<file path="src/rtl/mem_burst_ctrl.sv">
// mem_burst_ctrl
//   Burst sequencer that sits directly in front of the 128x8 lab memory. It
//   takes one command at a time. A write burst drains a valid/ready byte
//   stream into consecutive memory addresses. A read burst fills a
//   valid/ready byte stream from consecutive memory addresses. Addresses
//   wrap modulo 2^ADDR_W.
//
//   The memory samples ren/wen/addr/din on the negedge. Every mem_* output is
//   therefore registered on the posedge, which makes each strobe exactly one
//   full clock wide. Read data is valid by the posedge that closes the issue
//   cycle.
//
// Ports
//   clk, rst_n         clock, asynchronous active-low reset
//   cmd_*              command handshake; cmd_op 0=write, 1=read;
//                      cmd_len = bytes-1
//   wr_data/valid/rdy  write byte stream (accepted only in WRITE)
//   rd_data/valid/rdy  read byte stream (held until popped)
//   busy, done         busy = not idle; done = one-cycle completion pulse
//   mem_*              memory strobe, address and data interface

module mem_burst_ctrl #(
    parameter int ADDR_W = 7,
    parameter int DATA_W = 8
) (
    input  logic              clk,
    input  logic              rst_n,
    input  logic              cmd_valid,
    output logic              cmd_ready,
    input  logic              cmd_op,
    input  logic [ADDR_W-1:0] cmd_addr,
    input  logic [ADDR_W-1:0] cmd_len,
    input  logic [DATA_W-1:0] wr_data,
    input  logic              wr_valid,
    output logic              wr_ready,
    output logic [DATA_W-1:0] rd_data,
    output logic              rd_valid,
    input  logic              rd_ready,
    output logic              busy,
    output logic              done,
    output logic              mem_ren,
    output logic              mem_wen,
    output logic [ADDR_W-1:0] mem_addr,
    output logic [DATA_W-1:0] mem_din,
    input  logic [DATA_W-1:0] mem_dout
);

    localparam logic [2:0] S_IDLE     = 3'd0;
    localparam logic [2:0] S_WRITE    = 3'd1;
    localparam logic [2:0] S_RD_ISSUE = 3'd2;
    localparam logic [2:0] S_RD_HOLD  = 3'd3;
    localparam logic [2:0] S_DONE     = 3'd4;

    localparam logic [ADDR_W-1:0] ONE = ADDR_W'(1);

    logic [2:0]        state;
    logic [ADDR_W-1:0] addr;
    logic [ADDR_W-1:0] cnt;

    assign cmd_ready = (state == S_IDLE);
    assign busy      = (state != S_IDLE);
    assign done      = (state == S_DONE);
    assign wr_ready  = (state == S_WRITE);

    always_ff @(posedge clk or negedge rst_n) begin
        if (!rst_n) begin
            state    <= S_IDLE;
            addr     <= '0;
            cnt      <= '0;
            rd_data  <= '0;
            rd_valid <= 1'b0;
            mem_ren  <= 1'b0;
            mem_wen  <= 1'b0;
            mem_addr <= '0;
            mem_din  <= '0;
        end else begin
            // Strobes are single-cycle by default. They are re-armed below
            // only on the edge that enters the cycle needing them.
            mem_ren <= 1'b0;
            mem_wen <= 1'b0;
            case (state)
                S_IDLE: begin
                    if (cmd_valid) begin
                        addr <= cmd_addr;
                        cnt  <= cmd_len;
                        if (cmd_op) begin
                            // Issue the first read on the accept edge so the
                            // RD_ISSUE cycle already carries the strobe.
                            state    <= S_RD_ISSUE;
                            mem_ren  <= 1'b1;
                            mem_addr <= cmd_addr;
                        end else begin
                            state <= S_WRITE;
                        end
                    end
                end
                S_WRITE: begin
                    // wr_ready is high in this state, so wr_valid alone
                    // completes the handshake. mem_din holds between bytes.
                    if (wr_valid) begin
                        mem_wen  <= 1'b1;
                        mem_addr <= addr;
                        mem_din  <= wr_data;
                        addr     <= addr + ONE;
                        if (cnt == '0) state <= S_DONE;
                        else           cnt   <= cnt - ONE;
                    end
                end
                S_RD_ISSUE: begin
                    // The memory updated dout on the negedge inside this cycle.
                    rd_data  <= mem_dout;
                    rd_valid <= 1'b1;
                    addr     <= addr + ONE;
                    state    <= S_RD_HOLD;
                end
                S_RD_HOLD: begin
                    // rd_valid is always set here, so rd_ready is the pop.
                    if (rd_ready) begin
                        rd_valid <= 1'b0;
                        if (cnt == '0) begin
                            state <= S_DONE;
                        end else begin
                            cnt      <= cnt - ONE;
                            state    <= S_RD_ISSUE;
                            mem_ren  <= 1'b1;
                            mem_addr <= addr;
                        end
                    end
                end
                S_DONE:  state <= S_IDLE;
                default: state <= S_IDLE;
            endcase
        end
    end

endmodule

</file>
<file path="config.mk">
export PLATFORM = sky130hd
export DESIGN_NAME = mem_burst_ctrl
export DESIGN_NICKNAME = d
export VERILOG_FILES = /design/src/rtl/mem_burst_ctrl.sv
export SDC_FILE = /design/constraint.sdc
export NUM_CORES = 1
export LEC_CHECK = 0
export CAP_MARGIN = 15
export CORE_MARGIN = 2
export CORE_UTILIZATION = 47
export DETAILED_ROUTE_END_ITERATION = 6
export PLACE_DENSITY = 0.8
export SYNTH_ARGS = -nofsm -noshare
export SYNTH_HDL_FRONTEND = slang
export SYNTH_SLANG_ARGS = --single-unit
</file>
<file path="constraint.sdc">
create_clock -name clk -period 2.2 [get_ports clk]
set_clock_uncertainty 0.2 [all_clocks]
set_input_delay 0.44 -clock clk [delete_from_list [all_inputs] [get_ports clk]]
set_output_delay 0.44 -clock clk [all_outputs]
set_load 0.01 [all_outputs]
</file>
==> results of run 1 <==
cells in the mapped netlist (all sizes together) (2+ instances only):
| cell type | n | area (um^2) |
|---|---|---|
| mux2i | 5 | 50.1 |
| nand2 | 28 | 105 |
| a21o | 2 | 15.0 |
| inv | 7 | 26.3 |
| dfrtp | 43 | 1080 |
| nand2b | 2 | 12.5 |
| clkbuf | 5 | 18.8 |
| buf | 7 | 43.8 |
| a21oi | 14 | 73.8 |
| nor2b | 2 | 12.5 |
| o21a | 2 | 15.0 |
| o21ai | 12 | 60.1 |
| o2bb2ai | 2 | 17.5 |
| a2bb2oi | 5 | 43.8 |
| nor4 | 2 | 33.8 |
| and3 | 3 | 20.0 |
| o21bai | 3 | 22.5 |
| nor3 | 9 | 45.0 |
| nor2 | 13 | 51.3 |
| a32oi | 2 | 17.5 |
| nand3 | 3 | 15.0 |
| mux2 | 24 | 270 |
| ha | 3 | 37.5 |
| a31oi | 2 | 12.5 |
logic make-up after synthesis:
| group | count (synthesis) |
|---|---|
| and+or+nand+nor | 69 |
| AOI/OAI and AO/OA | 52 |
| DFF | 43 |
| muxes | 29 |
| buffers and inverters | 19 |
| adders and majority gates | 3 |
| xor gates and xnor gates | 1 |
flip-flops by register name, summed over array words and instances (netlist names):
register,cells
mem_addr,7
addr,7
mem_wen,1
mem_ren,1
mem_din,8
rd_valid,1
cnt,7
state,3
rd_data,8
where the power goes:
group	internal (W)	switching, W	total (W)	leakage [nW]
clock	0.000217	0.000268	0.000485	0.0477
sequential	0.00119	0.000284	0.00147	0.505
combinational	0.00143	0.00120	0.00264	0.830
area by class of cell:
class,count,share of cell area [%]
tap,54,2.17
clock buffer,5,2.21
multi-input combinational,154,34.3
clock inverter,3,0.482
sequential,43,34.6
inverter,7,0.843
timing repair buffer,84,25.4
layer usage:
metal / vias up / track usage, % / wire (um) / share of wire (%)
met5: - / 0 / 0 / 0
met4: 0 / 6.79 / 80 / 1.5
met3: 9 / 3.18 / 235 / 4.5
met2: 50 / 34.1 / 2750 / 52
met1: 929 / 28.0 / 2200 / 42
li1: 929 / - / - / -
metrics by stage:
step	setup TNS, ps	std cells	hold WS, ps	instance area, um^2
6_report	0	350	6.13	3120
5_1_grt	0	350	51.2	3120
3_3_place_gp	-1160	337	259	2990
3_5_place_dp	-1500	337	266	2990
4_1_cts	0	347	28.8	3090
2_1_floorplan	0	216	-55.6	2230
how the worst min path moves through the flow:
| stage | endpoint | slack [ps] | depth (start not counted) |
|---|---|---|---|
| after floorplan | addr[0] | -60 | 0 |
| after global placement | rd_valid | 260 | 1 |
| after detailed placement | rd_valid | 270 | 1 |
| after CTS | mem_din[3] | 30 | 2 |
| after global routing | mem_din[7] | 50 | 2 |
| final | mem_din[7] | 6 | 2 |
worst max-delay path: cells and delay by family (launching register included):
family	cells	cell delay, ps
adder cells (fa/ha/maj)	1	220
flip-flops	1	400
AND/OR/NAND/NOR	2	710
buffers and inverters	1	110
AO/OA/AOI/OAI	2	320
what timing repair did:
item | in CTS | in global routing
resized for setup | 4 | 3
pin swaps | 0 | 1
endpoints found under the setup margin | 4 | 10
buffers inserted | 2 | 3
==> run_results.csv, run 1 <==
group,metric,value,unit
status,outcome,"completed",
worst_setup_path,endpoint_kind,"flip-flop",
synth,synth_fa_ha_area_share,1.68,%
grt,grt_overflow,0,
synth,seq_area_frac_synth,48.3,%
synth,synth_simple_gate_area_share,15.9,%
synth,ys.flop_type,"dfrtp_1",
grt,antenna_found_initial,0,
floorplanning,initial_core_util,47.8,%
drt,routed_via_density,5.48,
job,maxCapViolations,0,
cts,ctsLongestPathBuffers,2,
synth,synth_cells,216,
synth,synth_compound_area_share,15.4,%
worst_setup_path,required,2180,ps
timing,slew_viol_final,0,
timing,relSlewSlack,63.8,%
synth,synth_top_family_by_area,"simple AND/OR/NAND/NOR gates",
cts,cts_num_sinks,43,
synth,syn_nets,255,
drt,avgRoutedWirePerCell,15.1,um
timing,fin_ws,121,ps
layout,multi_input_area,1070,um^2
layout,nets,334,
grt,grt_start_max_net_pins,44,
cts,cts_hold_buffers,0,
synth,synthMuxAreaShare,14.4,%
synth,synth_xor_area_share,0.393,%
drt,antenna_left,0,
layout,fin_util,66.9,%
timing,setup_violations,0,
placement,gp_congestion,0.829,
worst_setup_path,path_cells,"inv_1 > ha_2 > or4b_2 > o21ai_0 > nand2b_1 > o2bb2ai_1",
power,pwr_density_cell,1470,nW/um^2
power,vdd_drop_max,0.735,mV
layout,num_antenna_cells,0,
cts,cts_tree,"done",
layout,area_delta_synth_final,39.8,%
floorplanning,core-area,4660,um^2
worst_setup_path,r2r_setup_slack,120,ps
worst_setup_path,cp_max_fo,4,
timing,rsz0062_at_grt,"no",
layout,layout_common_cells,"clkdlybuf4s50_1, dfrtp_1, nand2_1",
synth,avgSynthCellArea,10.3,um^2
timing,fin_crit,2080,ps
worst_setup_path,cp_slowest_cell,"or4b_2",
placement,hpwl,3760,um
drt,drc_errors,0,
synth,synth-edff-count,0,
cts,cts_htree_levels,2,
grt,grt_first_pass_wirelength,8590,um
synth,syn_area,2230,um^2
placement,port_buffers,65,
cts,numCtsBuffers,5,
drt,wirelength,5270,um
timing,worstMarginPinSlew,543,ps
grt,grt_pass1_vias,1806,
min_path,min_path_type,"input pin to async pin",
drt,dr.first_iter.drc_count,117,
worst_setup_path,r2r_cells,6,
worst_setup_path,worstSetupPathType,"flip-flop to flip-flop",
timing,fin_crit_sh,94.5,%
worst_setup_path,r2r-start,"cnt[0]",
worst_setup_path,arrival,2060,ps
timing,max_clock_freq,0.481,GHz
floorplanning,row_count,25,
worst_setup_path,crit_path_end,"cnt[6]",
placement,dp_slack,-224,ps
synth,ys_seq_elements,43,
power,p_leak,1.38,nW
drt,route.vias.total,1917,
cts,clkTransAtPathRegs,80,ps
synth,synth_async_sr_flop_share,100,%
drt,drtPass1Iterations,4,
worst_setup_path,crit_path_max_incr_delay,630,ps
layout,final_common_cell,"clkdlybuf4s50_1",
cts,cts-root-buf,"clkbuf_8",
worst_setup_path,start_kind,"flip-flop",
grt,track_usage,20.7,%
cts,insertion_delay,290,ps
floorplanning,die_area,5310,um^2
floorplanning,die-height,72.9,um
floorplanning,die_x,72.9,um
layout,drive_above_1_share,21.6,%
worst_setup_path,cp-startpoint,"cnt[0]",
floorplanning,ioPinCount,66,
layout,final-seq-area,1080,um^2
synth,yosys_warnings,0,
synth,synth_cell_types,46,
layout,nFillCells,349,
timing,hold_viol,0,
power,p_total,0.00460,W
worst_setup_path,rr_endpoint,"cnt[6]",
Note: power is estimated with default switching activity, not from simulation.
==> run 2: changes to the inputs <==
--- a/config.mk
+++ b/config.mk
@@ -9,6 +9,7 @@
 export CORE_MARGIN = 2
 export CORE_UTILIZATION = 47
 export DETAILED_ROUTE_END_ITERATION = 6
+export GPL_TIMING_DRIVEN = 1
 export PLACE_DENSITY = 0.8
 export SYNTH_ARGS = -nofsm -noshare
 export SYNTH_HDL_FRONTEND = slang
==> results of run 2 <==
No change in the layout: final DEF, timing and power equal those of run 1.
==> run 3: changes to the inputs <==
--- a/config.mk
+++ b/config.mk
@@ -14,3 +14,4 @@
 export SYNTH_ARGS = -nofsm -noshare
 export SYNTH_HDL_FRONTEND = slang
 export SYNTH_SLANG_ARGS = --single-unit
+export TNS_END_PERCENT = 1
==> run_results.csv, run 3 (synthesis gave the netlist of run 1 again) <==
group,metric,value,unit
worst_setup_path,worstSetupPathType,"flip-flop to output pin",
timing,setup_tns,0,ps
floorplanning,die_x,72.9,um
layout,num_antenna_cells,0,
cts,cts-root-buf,"clkbuf_8",
power,p_total,0.00457,W
drt,dr.first_iter.drc_count,105,
layout,area_delta_synth_final,39.2,%
floorplanning,ioPinCount,66,
floorplanning,core-area,4660,um^2
placement,hpwl,3760,um
power,pwr_density_cell,1470,nW/um^2
placement,dp_slack,-224,ps
drt,antenna_left,0,
power,internal_power,0.00282,W
grt,antenna_found_initial,0,
power,vdd_drop_max,0.736,mV
worst_setup_path,endpoint_kind,"output pin",
layout,reg.largest.list,"mem_din: 8 flops, rd_data: 8 flops",
timing,hold_viol,0,
placement,gp_congestion,0.829,
power,p_sw,0.00175,W
drt,route.vias.total,1904,
timing,fin_crit,2110,ps
cts,clkTransAtPathRegs,80,ps
floorplanning,row_count,25,
worst_setup_path,r2r_cells,6,
grt,track_usage,20.7,%
worst_setup_path,arrival,1470,ps
power,swShare,38.3,%
worst_setup_path,start_kind,"flip-flop",
drt,routed_via_density,5.47,
drt,drtPass1Iterations,4,
job,maxCapViolations,0,
cts,numCtsBuffers,5,
power,seqPwrFrac,32.5,%
worst_setup_path,rr_endpoint,"cnt[6]",
power,p_leak,1.37,nW
status,outcome,"completed",
layout,final_area,3100,um^2
floorplanning,die_area,5310,um^2
timing,worstMarginPinSlew,550,ps
layout,drive_above_1_share,21.1,%
drt,avgRoutedWirePerCell,15.0,um
grt,grt_overflow,0,
worst_setup_path,r2r-start,"cnt[0]",
cts,insertion_delay,290,ps
layout,layout_common_cells,"clkdlybuf4s50_1, dfrtp_1, nand2_1",
grt,grt_start_max_net_pins,44,
layout,nets,332,
grt,grt_pass1_vias,1806,
worst_setup_path,cp-startpoint,"state[0]",
power,pwr-share-clk,10.6,%
min_path,min_path_type,"input pin to async pin",
grt,grt_first_pass_wirelength,8590,um
timing,fin_ws,94.5,ps
cts,cts_htree_levels,2,
cts,cts_num_sinks,43,
drt,drc_errors,0,
timing,whs,6.58,ps
worst_setup_path,r2r_setup_slack,110,ps
timing,setup_violations,0,
drt,wirelength,5220,um
worst_setup_path,required,1560,ps
cts,cts_tree,"done",
floorplanning,die-height,72.9,um
floorplanning,initial_core_util,47.8,%
layout,nFillCells,350,
placement,port_buffers,65,
power,p_comb_share,56.9,%
timing,fin_crit_sh,95.7,%
timing,relSlewSlack,63.3,%
timing,max_clock_freq,0.475,GHz
placement,dpl_cell_area,2990,um^2
cts,ctsLongestPathBuffers,2,
timing,slew_viol_final,0,
layout,final_common_cell,"clkdlybuf4s50_1",
worst_setup_path,cp_max_fo,9,
timing,rsz0062_at_grt,"no",
## run 3: cell count changes in the layout (fill, tap and decap cells not counted), sizes merged
cell / delta
buf: -2
## run 3: cell type report
type	instances	area, um^2	share of cell area (%)
timing repair buffer	82	777	25.0
clock inverter	3	15.0	0.484
multi-input combinational	154	1070	34.5
tap	54	67.6	2.18
clock buffer	5	68.8	2.22
sequential	43	1080	34.8
inverter	7	26.3	0.847
## run 3: critical path, stage by stage, from the launching register on
cell and delay [ps]:
dfrtp_2 480, nor2_2 120, nand2_1 80, clkdlybuf4s50_1 480
## run 3: routing by layer
metal	routed length, um	track usage (%)
met5	0	0
met4	70	6.79
met3	234	3.18
met2	2730	34.1
met1	2180	28.0
## run 3: worst max path at each step
stage / to
2_1_floorplan: cnt[6]
3_3_place_gp: mem_addr[6]
3_5_place_dp: mem_addr[3]
4_1_cts: wr_ready
5_1_grt: cnt[6]
6_report: busy
## run 3: power by group through the flow
stage | logic (W) | clock network [W] | registers (W)
2_1_floorplan | 0.00152 | 0 | 0.00154
3_3_place_gp | 0.00247 | 0 | 0.00149
3_5_place_dp | 0.00253 | 0 | 0.00150
4_1_cts | 0.00259 | 0.000496 | 0.00148
5_1_grt | 0.00285 | 0.000537 | 0.00155
6_report | 0.00260 | 0.000486 | 0.00148
## run 3: timing repair
action | in CTS | in global routing
setup buffers | 2 | 1
cloned | 0 | 0
pin swaps | 0 | 1
gates resized for setup | 4 | 3
endpoints found under the setup margin | 4 | 10
hold buffers | 0 | 0
## run 3: through the flow
step	utilization [%]	std cells
2_1_floorplan	-	216
3_3_place_gp	64.1	337
3_5_place_dp	64.1	337
4_1_cts	66.3	347
5_1_grt	66.6	348
6_report	66.6	348
